File: config.mk
export PLATFORM = sky130hd
export DESIGN_NAME = stopwatch_ctrl
export DESIGN_NICKNAME = d
export VERILOG_FILES = /design/src/rtl/seg_pkg.sv /design/src/rtl/key_debounce.sv /design/src/rtl/stopwatch_ctrl.sv
export SDC_FILE = /design/constraint.sdc
export NUM_CORES = 1
export LEC_CHECK = 0
export CAP_MARGIN = 20
export CORE_UTILIZATION = 64
export DETAILED_ROUTE_END_ITERATION = 6
export GPL_ROUTABILITY_DRIVEN = 0
export PLACE_DENSITY = 0.85
export SETUP_SLACK_MARGIN = 0.3
export SYNTH_ARGS = -nofsm -noshare
export SYNTH_HDL_FRONTEND = slang
export SYNTH_SLANG_ARGS = --single-unit
File: constraint.sdc
create_clock -name clk -period 5.5 [get_ports clk]
set_input_delay 1.1 -clock clk [delete_from_list [all_inputs] [get_ports clk]]
set_output_delay 1.1 -clock clk [all_outputs]
set_load 0.02 [all_outputs]
File: src/rtl/seg_pkg.sv
// Shared definitions for the stopwatch / seven-segment path: FSM encoding,
// digit count and the single-digit BCD increment.
package seg_pkg;

    localparam int NUM_DIGITS = 6;
    localparam int BCD_W      = 4 * NUM_DIGITS;

    localparam logic [3:0] BCD_MAX = 4'd9;

    localparam logic [1:0] IDLE  = 2'd0;
    localparam logic [1:0] RUN   = 2'd1;
    localparam logic [1:0] PAUSE = 2'd2;

    function automatic logic [3:0] bcd_next(input logic [3:0] d);
        return (d == BCD_MAX) ? 4'd0 : d + 4'd1;
    endfunction

endpackage

File: src/rtl/key_debounce.sv
// Raw active-low push-button to a one-cycle press pulse: 2-FF synchronizer,
// stability counter, and falling-edge detect on the debounced level.
module key_debounce #(
    parameter int DEBOUNCE_CYC = 480_000
) (
    input  logic clk,
    input  logic rst_n,
    input  logic key_n,
    output logic press
);

    localparam int CW = $clog2(DEBOUNCE_CYC);
    localparam logic [CW-1:0] CNT_LAST = CW'(DEBOUNCE_CYC - 1);

    logic          sync1_q, sync1_d;
    logic          sync2_q, sync2_d;
    logic          stable_q, stable_d;
    logic          stable_dly_q, stable_dly_d;
    logic [CW-1:0] cnt_q, cnt_d;
    logic          press_q, press_d;

    always_comb begin
        sync1_d      = key_n;
        sync2_d      = sync1_q;
        stable_d     = stable_q;
        cnt_d        = '0;
        // Any sample agreeing with the stable level restarts the qualification window.
        if (sync2_q != stable_q) begin
            if (cnt_q == CNT_LAST) begin
                stable_d = sync2_q;
            end else begin
                cnt_d = cnt_q + CW'(1);
            end
        end
        stable_dly_d = stable_q;
        press_d      = stable_dly_q & ~stable_q;
    end

    always_ff @(posedge clk or negedge rst_n) begin
        if (!rst_n) begin
            sync1_q      <= 1'b1;
            sync2_q      <= 1'b1;
            stable_q     <= 1'b1;
            stable_dly_q <= 1'b1;
            cnt_q        <= '0;
            press_q      <= 1'b0;
        end else begin
            sync1_q      <= sync1_d;
            sync2_q      <= sync2_d;
            stable_q     <= stable_d;
            stable_dly_q <= stable_dly_d;
            cnt_q        <= cnt_d;
            press_q      <= press_d;
        end
    end

    assign press = press_q;

endmodule

File: src/rtl/stopwatch_ctrl.sv
// Six-digit BCD stopwatch: debounced start/pause and clear keys, run/pause FSM,
// tick prescaler and rippling BCD count feeding the segment decoders.
//
//   state | meaning
//   IDLE  | cleared, prescaler held at 0, waiting for start
//   RUN   | prescaler counting, bcd advances on each tick
//   PAUSE | prescaler and bcd frozen, start resumes the partial tick
module stopwatch_ctrl
    import seg_pkg::*;
#(
    parameter int TICK_DIV     = 2_400_000,
    parameter int DEBOUNCE_CYC = 480_000
) (
    input  logic             clk,
    input  logic             rst_n,
    input  logic             key_start_n,
    input  logic             key_clr_n,
    output logic [BCD_W-1:0] bcd,
    output logic             running,
    output logic             overflow
);

    localparam int PW = $clog2(TICK_DIV);
    localparam logic [PW-1:0] PRESC_LAST = PW'(TICK_DIV - 1);

    logic             start_press, clr_press;
    logic [1:0]       state_q, state_d;
    logic [PW-1:0]    presc_q, presc_d;
    logic [BCD_W-1:0] bcd_q, bcd_d;
    logic             overflow_q, overflow_d;
    logic             running_q, running_d;

    logic [NUM_DIGITS-1:0] nines;
    logic [NUM_DIGITS-1:0] carry_in;
    logic [BCD_W-1:0]      bcd_inc;
    logic                  tick;
    logic                  wrap;

    key_debounce #(.DEBOUNCE_CYC(DEBOUNCE_CYC)) u_key_start (
        .clk   (clk),
        .rst_n (rst_n),
        .key_n (key_start_n),
        .press (start_press)
    );

    key_debounce #(.DEBOUNCE_CYC(DEBOUNCE_CYC)) u_key_clr (
        .clk   (clk),
        .rst_n (rst_n),
        .key_n (key_clr_n),
        .press (clr_press)
    );

    // Carry into a digit is the AND of all lower nines, so the whole cascade settles in one edge.
    for (genvar i = 0; i < NUM_DIGITS; i++) begin : g_digit
        assign nines[i] = (bcd_q[4*i +: 4] == BCD_MAX);
        if (i == 0) begin : g_lsd
            assign carry_in[i] = 1'b1;
        end else begin : g_upper
            assign carry_in[i] = &nines[i-1:0];
        end
        assign bcd_inc[4*i +: 4] = carry_in[i] ? bcd_next(bcd_q[4*i +: 4]) : bcd_q[4*i +: 4];
    end

    assign wrap = &nines;
    assign tick = (state_q == RUN) && (presc_q == PRESC_LAST);

    always_comb begin
        state_d    = state_q;
        presc_d    = presc_q;
        bcd_d      = bcd_q;
        overflow_d = overflow_q;
        if (clr_press) begin
            state_d    = IDLE;
            presc_d    = '0;
            bcd_d      = '0;
            overflow_d = 1'b0;
        end else begin
            if (tick) begin
                presc_d = '0;
                bcd_d   = bcd_inc;
                if (wrap) begin
                    overflow_d = 1'b1;
                end
            end else if (state_q == RUN) begin
                presc_d = presc_q + PW'(1);
            end else if (state_q == IDLE) begin
                presc_d = '0;
            end
            if (start_press) begin
                case (state_q)
                    IDLE:    state_d = RUN;
                    RUN:     state_d = PAUSE;
                    PAUSE:   state_d = RUN;
                    default: state_d = IDLE;
                endcase
            end
        end
        running_d = (state_d == RUN);
    end

    always_ff @(posedge clk or negedge rst_n) begin
        if (!rst_n) begin
            state_q    <= IDLE;
            presc_q    <= '0;
            bcd_q      <= '0;
            overflow_q <= 1'b0;
            running_q  <= 1'b0;
        end else begin
            state_q    <= state_d;
            presc_q    <= presc_d;
            bcd_q      <= bcd_d;
            overflow_q <= overflow_d;
            running_q  <= running_d;
        end
    end

    assign bcd      = bcd_q;
    assign running  = running_q;
    assign overflow = overflow_q;

endmodule

==> impl_metrics.py, run 1 <==
metrics = {
    "synth": {
        "netlist_instances": 517,
        "yosysUniqueCellTypes": 53,
        "synth_area_mm2": 0.00503,
        "synthFlopType": "dfrtp_1",
        "synth.avg_cell_area_um2": 9.73,
        "yosys_warnings": 0,
        "synth_top_area_frac": 0.448,
        "synth_top_cells_by_area": "dfrtp_1 (45%), nor2_1 (5.5%), xor2_1 (4.7%), dfstp_2 (4.2%), ha_1 (3.7%)",
        "ys_top_cells_by_count": "dfrtp_1 (90), nor2_1 (74), nand2_1 (32), nand3_1 (31), xor2_1 (27)",
        "synth_nets": 536,
        "ys_ff_latch": 98,
        "yosysSeqAreaShare": 0.490,
        "yosysTopAreaCell": "dfrtp_1",
        "yosysMostFrequentCell": "dfrtp_1",
        "synth_edf_count": 0,
        "synthArstFlopShare": 1.00,
    },
    "power_and_ir_drop": {
        "peakVddDrop_uv": 181,
        "p_int_w": 0.000993,
        "combinationalPowerShare": 0.021,
        "power.switching_w": 0.000287,
        "pwr-share-seq": 0.570,
        "clockPowerShare": 0.409,
        "switching_share": 0.224,
        "leakage_nw": 2.36,
        "powerDensity_mw_per_mm2": 228,
    },
    "worst_setup_path": {
        "r2r-end": "bcd[6]",
        "startpoint_type": "flop",
        "worstSetupPathType": "reg -> reg",
        "r2r_slack_ns": 2.67,
        "r2r_cells": 6,
        "required_ns": 5.80,
        "cp.arrival_ns": 3.13,
        "cp_max_fo": 9,
        "crit-reg2reg-launch": "presc_q[0]",
        "endpoint_kind": "flop",
    },
    "cells_and_area": {
        "area_delta_synth_final_pct": 11.6,
        "antenna_cells": 0,
        "drive_above_1_share": 0.0678,
        "multiInputGateArea_mm2": 0.00243,
        "seq_area_mm2": 0.00246,
        "layout.nets": 560,
        "fillers": 530,
    },
    "detailed_routing": {
        "drtPass1Iterations": 5,
        "via_per_inst": 6.19,
        "drc": 0,
        "wl_mm": 10.1,
        "first_iter_violations": 274,
        "vias": 3992,
        "wire_per_inst_um": 15.6,
        "ant_nets": 0,
    },
    "floorplan": {
        "rows": 31,
        "die_h_um": 90.7,
        "placeableCoreArea_mm2": 0.00741,
        "io_pins": 30,
        "die_w_um": 90.7,
        "start_util": 0.679,
        "fp.dieArea_mm2": 0.00822,
    },
    "sta": {
        "min_period_ns": 2.83,
        "hold_viol": 0,
        "tightest_slew_ns": 0.935,
        "setup_viol": 0,
        "slew_headroom": 0.377,
        "holdWs_ns": 0.361,
        "finalCritPeriodShare": 0.515,
        "final_max_slew_viol_count": 0,
        "fin_setup_tns_ns": 0,
        "rsz0062_at_grt": "false",
        "skew_ns": 0.0161,
        "max_freq_ghz": 0.353,
    },
    "job": {
        "cap_viol_max_count": 0,
    },
    "place": {
        "place_hpwl_mm": 6.88,
        "portBuffers": 29,
    },
    "clocking": {
        "clock-sinks": 98,
        "cts_root_buffer": "clkbuf_8",
        "tritoncts": "yes",
        "cts_buffers": 9,
        "htree_levels": 3,
        "postCtsHoldBufs": 0,
        "clock_latency_ns": 0.38,
        "clkTransAtPathRegs_ns": 0.11,
        "cts_setup_buffers": 0,
        "cts_resized": 0,
        "cts_buffer_depth": 2,
    },
    "global_route": {
        "grt_pass1_wl_mm": 17.7,
        "grt_max_degree": 56,
        "grt_usage": 0.268,
        "grt_pass1_vias": 3826,
        "antenna_found_initial": 0,
        "globalRouteOverflowTotal": 0,
    },
    "worst_hold_path": {
        "hold_end": "u_key_start.sync2_q",
        "min-delay-start": "u_key_start.sync1_q",
        "holdCritPathClass": "reg -> reg",
        "hold_depth": 0,
    },
    "status": {
        "status": "complete, no violations",
    },
}
final cells by class:
type,instances,share of cell area
repair buffers,30,0.0526
flip-flops and latches,98,0.439
multi-input cells,382,0.433
clock buffers,9,0.0221
clock inverters,7,0.0185
well taps,99,0.0221
inverters,20,0.0134
power groups by stage:
stage | clock, W | combinational [W] | sequential [W]
finish | 0.000523 | 0.0000268 | 0.000731
global route | 0.000559 | 0.0000325 | 0.000731
CTS | 0.000531 | 0.0000282 | 0.000731
detailed placement | 0 | 0.0000282 | 0.000745
global placement | 0 | 0.0000276 | 0.000744
floorplan | 0 | 0.0000101 | 0.000744
layer usage:
metal	global-route usage	part of all wire	wire, µm	vias to the layer above
met1	0.354	0.43	4390	1938
met5	0	0	0	-
met2	0.445	0.50	5020	151
li1	-	-	-	1877
met3	0.0471	0.046	460	26
met4	0.0927	0.022	223	0
critical path, cell delays in order, from the launching register on:
cell and delay, ns:
dfrtp_1 0.45, ha_1 0.35, inv_1 0.14, or4_1 0.65
or3_1 0.52, or4_1 0.50, a21oi_1 0.15
worst max path at each step:
stage / cells past startpoint / startpoint / to
2_1_floorplan: 6 / presc_q[14] / bcd[6]
3_3_place_gp: 5 / presc_q[14] / bcd[6]
3_5_place_dp: 6 / presc_q[0] / bcd[6]
4_1_cts: 6 / presc_q[0] / bcd[6]
5_1_grt: 6 / presc_q[0] / bcd[6]
6_report: 6 / presc_q[0] / bcd[6]
logic make-up (layout without fill, tap and decap cells):
logic type | after synthesis | count (layout) | synth area share
adders and majority gates | 15 | 15 | 0.0373
muxes | 9 | 9 | 0.0187
buffers and inverters | 37 | 66 | 0.0279
AOI/OAI and AO/OA | 62 | 62 | 0.0771
DFF | 98 | 98 | 0.490
and+or+nand+nor | 250 | 250 | 0.269
xor gates and xnor gates | 46 | 46 | 0.0801
flip-flops by register name, summed over array words and instances, names as in the netlist, 2 cells and up:
name,flops
u_key_start.cnt_q,19
presc_q,22
bcd,24
state_q,2
u_key_clr.cnt_q,19
per-stage QoR:
step / cells / setup slack [ns] / utilization / cell area [µm²] / total power (W)
after CTS: 645 / 2.68 / 0.757 / 5610 / 0.00129
final: 645 / 2.67 / 0.757 / 5610 / 0.00128
after floorplan: 517 / 2.89 / - / 5030 / 0.000754
after global routing: 645 / 2.56 / 0.757 / 5610 / 0.00132
after detailed placement: 629 / 2.74 / 0.727 / 5380 / 0.000773
after global placement: 629 / 2.80 / 0.727 / 5380 / 0.000772
layout by cell type, fill, tap and decap left out, types with 4 or more instances in the layout:
cell type and instances:
a21o_1 6, a21oi_1 15, a31oi_1 10, and2_1 5, and3_1 6, and3b_1 5, and4_1 9, clkbuf_8 9
clkdlybuf4s50_1 28, dfrtp_1 90, dfstp_2 8, ha_1 15, inv_1 20, mux2i_1 6, nand2_1 32, nand2b_1 4
nand3_1 31, nand4_1 20, nor2_1 74, nor2b_1 5, nor3_1 10, nor4_1 9, o21ai_0 13, or3_1 15
or4_1 7, xnor2_1 19, xor2_1 27
(Power assumes the default switching activity.)
==> run 2: changes to the inputs <==
CORE_UTILIZATION = 60   (was 64)
PLACE_DENSITY = 0.8   (was 0.85)
clock period = 2.75 ns   (was 5.5 ns; I/O delays follow)
==> run 2 against run 1 <==
Fmax is 15% higher. Clock skew hardly changed. Wire length is 1.4% lower. Sequential power is 100% higher. Worst setup slack worse by 2.4 ns. Hold slack worse by 0.26 ns. Combinational power is 120% higher. Total power is 85% higher. Die area is 6.5% higher. Cell count is 3.4% higher. Critical endpoint unchanged.
==> impl_metrics.py, run 2 (synthesis results as in run 1) <==
metrics = {
    "worst_setup_path": {
        "r2r_slack_ns": 0.29,
        "endpoint_kind": "flop",
        "startpoint_type": "flop",
        "cp_max_fo": 9,
        "required_ns": 3.04,
        "cp.arrival_ns": 2.75,
        "r2r_cells": 5,
        "worstSetupPathType": "reg -> reg",
    },
    "cells_and_area": {
        "area_delta_synth_final_pct": 13.8,
        "final_cell_mix": "dfrtp_1 (88), nor2_1 (74), nand2_1 (32)",
        "fillers": 620,
        "largest_reg_flops": 24,
        "final_cells": 667,
        "drive_above_1_share": 0.107,
        "antenna_cells": 0,
        "layout_commonest_cell": "dfrtp_1",
        "layout.nets": 576,
    },
    "detailed_routing": {
        "wl_met3_um": 356,
        "drtPass1Iterations": 5,
        "drt-met1-wl_mm": 4.67,
        "drc": 0,
        "first_iter_violations": 275,
        "met2_length_mm": 4.77,
        "via_per_inst": 5.84,
        "top_layer_used": "met4",
        "wire_per_inst_um": 14.9,
        "ant_nets": 0,
        "wl_mm": 9.95,
        "vias": 3896,
    },
    "sta": {
        "holdWs_ns": 0.106,
        "skew_ns": 0.0160,
        "max_freq_ghz": 0.407,
        "hold_viol": 0,
        "rsz0062_at_grt": "true",
        "finalCritPeriodShare": 0.894,
        "min_period_ns": 2.46,
        "final_max_slew_viol_count": 0,
        "setup_viol": 0,
        "slew_headroom": 0.584,
        "tightest_slew_ns": 0.624,
        "setup_ws_ns": 0.292,
        "fin_setup_tns_ns": 0,
    },
    "floorplan": {
        "start_util": 0.615,
        "rows": 33,
        "die_w_um": 93.6,
        "die_h_um": 93.6,
        "placeableCoreArea_mm2": 0.00818,
        "io_pins": 30,
        "fp.dieArea_mm2": 0.00875,
    },
    "power_and_ir_drop": {
        "powerDensity_mw_per_mm2": 413,
        "leakage_nw": 2.41,
        "power.switching_w": 0.000561,
        "clockPowerShare": 0.358,
        "p_total_w": 0.00237,
        "p_int_w": 0.00180,
        "peakVddDrop_uv": 388,
        "pwr-share-seq": 0.618,
        "switching_share": 0.237,
        "combinationalPowerShare": 0.025,
    },
    "global_route": {
        "grt_usage": 0.246,
        "grt_pass1_vias": 3765,
        "grt_pass1_wl_mm": 17.1,
        "grt_max_degree": 45,
        "antenna_found_initial": 0,
        "globalRouteOverflowTotal": 0,
    },
    "worst_hold_path": {
        "holdCritPathClass": "in -> async",
    },
    "clocking": {
        "clock-sinks": 98,
        "clkTransAtPathRegs_ns": 0.10,
        "htree_levels": 3,
        "cts_buffer_depth": 2,
        "postCtsHoldBufs": 0,
        "clock_latency_ns": 0.36,
        "cts_root_buffer": "clkbuf_8",
        "cts_buffers": 9,
        "tritoncts": "yes",
    },
    "place": {
        "portBuffers": 29,
        "dp_slack_ns": 0.129,
        "place_hpwl_mm": 6.96,
        "place_inst": 647,
    },
    "job": {
        "cap_viol_max_count": 0,
    },
    "status": {
        "status": "complete, no violations",
    },
}
-- run 2: stage by stage --
| stage | instance area (µm²) | utilization |
|---|---|---|
| floorplan | 5050 | - |
| global placement | 5500 | 0.672 |
| detailed placement | 5500 | 0.672 |
| CTS | 5700 | 0.698 |
| global route | 5720 | 0.700 |
| finish | 5720 | 0.700 |
-- run 2: power groups by stage --
stage	sequential [W]	clock [W]	combinational, W
3_5_place_dp	0.00149	0	0.0000613
5_1_grt	0.00146	0.000915	0.0000703
2_1_floorplan	0.00149	0	0.0000201
3_3_place_gp	0.00149	0	0.0000588
4_1_cts	0.00146	0.000859	0.0000618
6_report	0.00146	0.000846	0.0000583
-- run 2: layout make-up --
cell class,instances,area [µm²],share of cell area
clock buffer,11,131,0.0230
sequential,98,2460,0.431
tap,105,131,0.0230
inverter,20,75.1,0.0131
clock inverter,5,38.8,0.00678
multi-input combinational,382,2450,0.429
timing repair buffer,46,428,0.0748
-- run 2: metal layers --
layer | vias up | GRT usage
met3 | 16 | 0.0333
met4 | 0 | 0.0846
met5 | - | 0
met1 | 1885 | 0.336
li1 | 1908 | -
met2 | 87 | 0.407
-- run 2: worst paths after layout --
| kind | from | endpoint |
|---|---|---|
| min in group clk | u_key_start.sync1_q | u_key_start.sync2_q |
| setup reg to reg | presc_q[19] | bcd[6] |
| setup / recovery | presc_q[19] | bcd[6] |
| hold reg to reg | u_key_start.sync1_q | u_key_start.sync2_q |
| hold / removal | rst_n | presc_q[17] |
| max in group asynchronous | rst_n | u_key_start.stable_dly_q |
-- run 2: timing repair --
action,4_1_cts,5_1_grt
endpoints found under the setup margin,5,27
pin swaps,0,1
resized for setup,4,5
buffers inserted,3,1
-- run 2: critical path: stages (launching register included) --
cell and delay, ns:
dfrtp_1 0.39, or4b_1 0.52, or4_4 0.45, or3_4 0.39, or4_1 0.49, a21oi_1 0.15
==> run 3: changes to the inputs <==
SYNTH_HIERARCHICAL = 1   (was not set)
clock period = 2.3 ns   (was 2.75 ns; I/O delays follow)
==> run 3 against run 2 <==
Clock power is 30% higher. Critical path depth up 3. Combinational power increased by 32%. Sequential power up 20%. Area after synthesis grew 3.7%. Fmax up 21%. Via count grew 9.2%. Worst setup slack lost 0.017 ns. Non-clock buffer count is 19 higher.
==> impl_metrics.py, run 3 <==
metrics = {
    "clocking": {
        "clkTransAtPathRegs_ns": 0.09,
        "postCtsHoldBufs": 0,
        "htree_levels": 3,
        "cts_root_buffer": "clkbuf_8",
        "clock_latency_ns": 0.37,
        "clock-sinks": 98,
        "tritoncts": "yes",
        "cts_buffer_depth": 2,
        "cts_buffers": 9,
    },
    "synth": {
        "synthFlopType": "dfrtp_1",
        "yosys_warnings": 6,
        "synth.avg_cell_area_um2": 9.91,
        "yosysTopAreaCell": "dfrtp_1",
        "yosysSeqAreaShare": 0.472,
        "synth_area_mm2": 0.00522,
        "synth_edf_count": 0,
        "netlist_instances": 526,
        "ys_ff_latch": 98,
        "synth_top_area_frac": 0.432,
        "ys_top_cells_by_count": "dfrtp_1 (90), nor2_1 (65), a21oi_1 (38), nand3_1 (35), nand2_1 (33)",
        "yosysUniqueCellTypes": 57,
        "yosysMostFrequentCell": "dfrtp_1",
        "synth_nets": 545,
        "synth_top_cells_by_area": "dfrtp_1 (43%), nor2_1 (4.7%), dfstp_2 (4.0%), xor2_1 (4.0%), a21oi_1 (3.6%)",
        "synthArstFlopShare": 1.00,
    },
    "cells_and_area": {
        "antenna_cells": 0,
        "fillers": 565,
        "area_delta_synth_final_pct": 17.4,
        "drive_above_1_share": 0.177,
        "layout.nets": 602,
        "final_cell_mix": "dfrtp_1 (86), nor2_1 (64), a21oi_1 (37)",
        "layout_commonest_cell": "dfrtp_1",
        "largest_reg_flops": 24,
        "utilization": 0.738,
    },
    "sta": {
        "min_period_ns": 2.03,
        "rsz0062_at_grt": "true",
        "hold_viol": 0,
        "max_freq_ghz": 0.494,
        "holdWs_ns": 0.00543,
        "slew_headroom": 0.738,
        "skew_ns": 0.00919,
        "tightest_slew_ns": 0.393,
        "final_max_slew_viol_count": 0,
        "fin_setup_tns_ns": 0,
        "setup_viol": 0,
        "finalCritPeriodShare": 0.881,
    },
    "worst_setup_path": {
        "crit_family": "simple AND/OR/NAND/NOR gates",
        "required_ns": 2.54,
        "worst_path_most_repeated_cell": "buf_4",
        "crit_path_max_incr_delay_ns": 0.52,
        "cp_max_fo": 5,
        "worstSetupPathType": "reg -> reg",
        "path_cells": "ha_4, nand3_4, or4_4, buf_4, nor4_4, buf_4, mux2i_1, nor2_1",
        "crit_path_top_delay_cell": "or4_4",
        "r2r-end": "bcd[21]",
        "critPathLaunch": "presc_q[1]",
        "critPathBufInv": 2,
        "crit-reg2reg-launch": "presc_q[1]",
        "endpoint_kind": "flop",
        "r2r_slack_ns": 0.27,
        "startpoint_type": "flop",
        "cp.arrival_ns": 2.27,
        "r2r_cells": 8,
    },
    "power_and_ir_drop": {
        "power.switching_w": 0.000674,
        "pwr-share-seq": 0.598,
        "clockPowerShare": 0.376,
        "leakage_nw": 2.57,
        "p_int_w": 0.00225,
        "powerDensity_mw_per_mm2": 477,
        "peakVddDrop_uv": 398,
        "p_total_w": 0.00292,
        "switching_share": 0.230,
        "combinationalPowerShare": 0.026,
    },
    "detailed_routing": {
        "drc": 0,
        "via_per_inst": 6.14,
        "wl_mm": 11.2,
        "vias": 4253,
        "first_iter_violations": 259,
        "wire_per_inst_um": 16.1,
        "ant_nets": 0,
        "drtPass1Iterations": 5,
    },
    "global_route": {
        "globalRouteOverflowTotal": 0,
        "antenna_found_initial": 0,
        "grt_pass1_wl_mm": 18.2,
        "grt_max_degree": 36,
        "grt_pass1_vias": 4105,
        "grt_usage": 0.258,
    },
    "place": {
        "portBuffers": 29,
        "place_hpwl_mm": 7.36,
    },
    "floorplan": {
        "start_util": 0.628,
        "placeableCoreArea_mm2": 0.00830,
        "die_w_um": 95.2,
        "die_h_um": 95.2,
        "io_pins": 30,
        "rows": 33,
        "fp.dieArea_mm2": 0.00907,
    },
    "status": {
        "status": "complete, no violations",
    },
    "worst_hold_path": {
        "holdCritPathClass": "in -> async",
    },
    "job": {
        "cap_viol_max_count": 0,
    },
}
-- run 3: changes by cell type after synthesis, moves of 4 or more --
cell      previous run  this run
a21o_1               6         0
a21oi_1             15        38
and3_1               6        10
and4_1               9         2
buf_2                1         6
clkbuf_1            15         9
inv_1               20        13
nand3_1             31        35
nor2_1              74        65
nor4_1               9         4
o21ai_0             13        18
xnor2_1             19        14
-- run 3: per-stage QoR --
stage / setup slack [ns] / area [µm²] / std cells
3_5_place_dp: 0.154 / 5670 / 658
4_1_cts: 0.288 / 5980 / 682
3_3_place_gp: 0.215 / 5670 / 658
6_report: 0.274 / 6120 / 693
5_1_grt: 0.187 / 6120 / 693
2_1_floorplan: 0.307 / 5220 / 526
-- run 3: power groups by stage --
stage	Sequential (W)	Combinational, W	Clock, W
global placement	0.00178	0.0000773	0
floorplan	0.00178	0.0000241	0
CTS	0.00175	0.0000799	0.00112
detailed placement	0.00178	0.0000797	0
finish	0.00175	0.0000772	0.00110
global route	0.00175	0.0000912	0.00119
-- run 3: worst max path at each step --
stage	end	cells after the start
after floorplan	bcd[20]	8
after global placement	bcd[20]	6
after detailed placement	bcd[2]	7
after CTS	bcd[21]	7
after global routing	bcd[7]	6
final	bcd[21]	8
-- run 3: cell type report --
type / instances / area (µm²) / share of cell area
inverters: 13 / 48.8 / 0.00797
clock inverters: 4 / 32.5 / 0.00531
multi-input cells: 396 / 2690 / 0.440
clock buffers: 12 / 165 / 0.0270
flip-flops and latches: 98 / 2470 / 0.403
well taps: 105 / 131 / 0.0215
repair buffers: 65 / 587 / 0.0958
-- run 3: cells by family after synthesis --
logic type | count (synthesis) | synth area share
AOI/OAI and AO/OA | 79 | 0.0873
xor gates and xnor gates | 38 | 0.0638
adders and majority gates | 15 | 0.0360
buffers and inverters | 32 | 0.0295
DFF | 98 | 0.472
muxes | 11 | 0.0216
and+or+nand+nor | 253 | 0.290
-- run 3: repair_timing --
action	CTS	global route
setup endpoints to repair	28	45
pin swaps	3	10
setup buffers	8	11
gates resized for setup	10	17
-- run 3: per-layer routing --
| layer | GRT usage | vias up | wire length, µm |
|---|---|---|---|
| met2 | 0.445 | 132 | 5720 |
| met5 | 0 | - | 0 |
| met3 | 0.0590 | 18 | 535 |
| li1 | - | 1999 | - |
| met4 | 0.0972 | 0 | 151 |
| met1 | 0.314 | 2104 | 4760 |
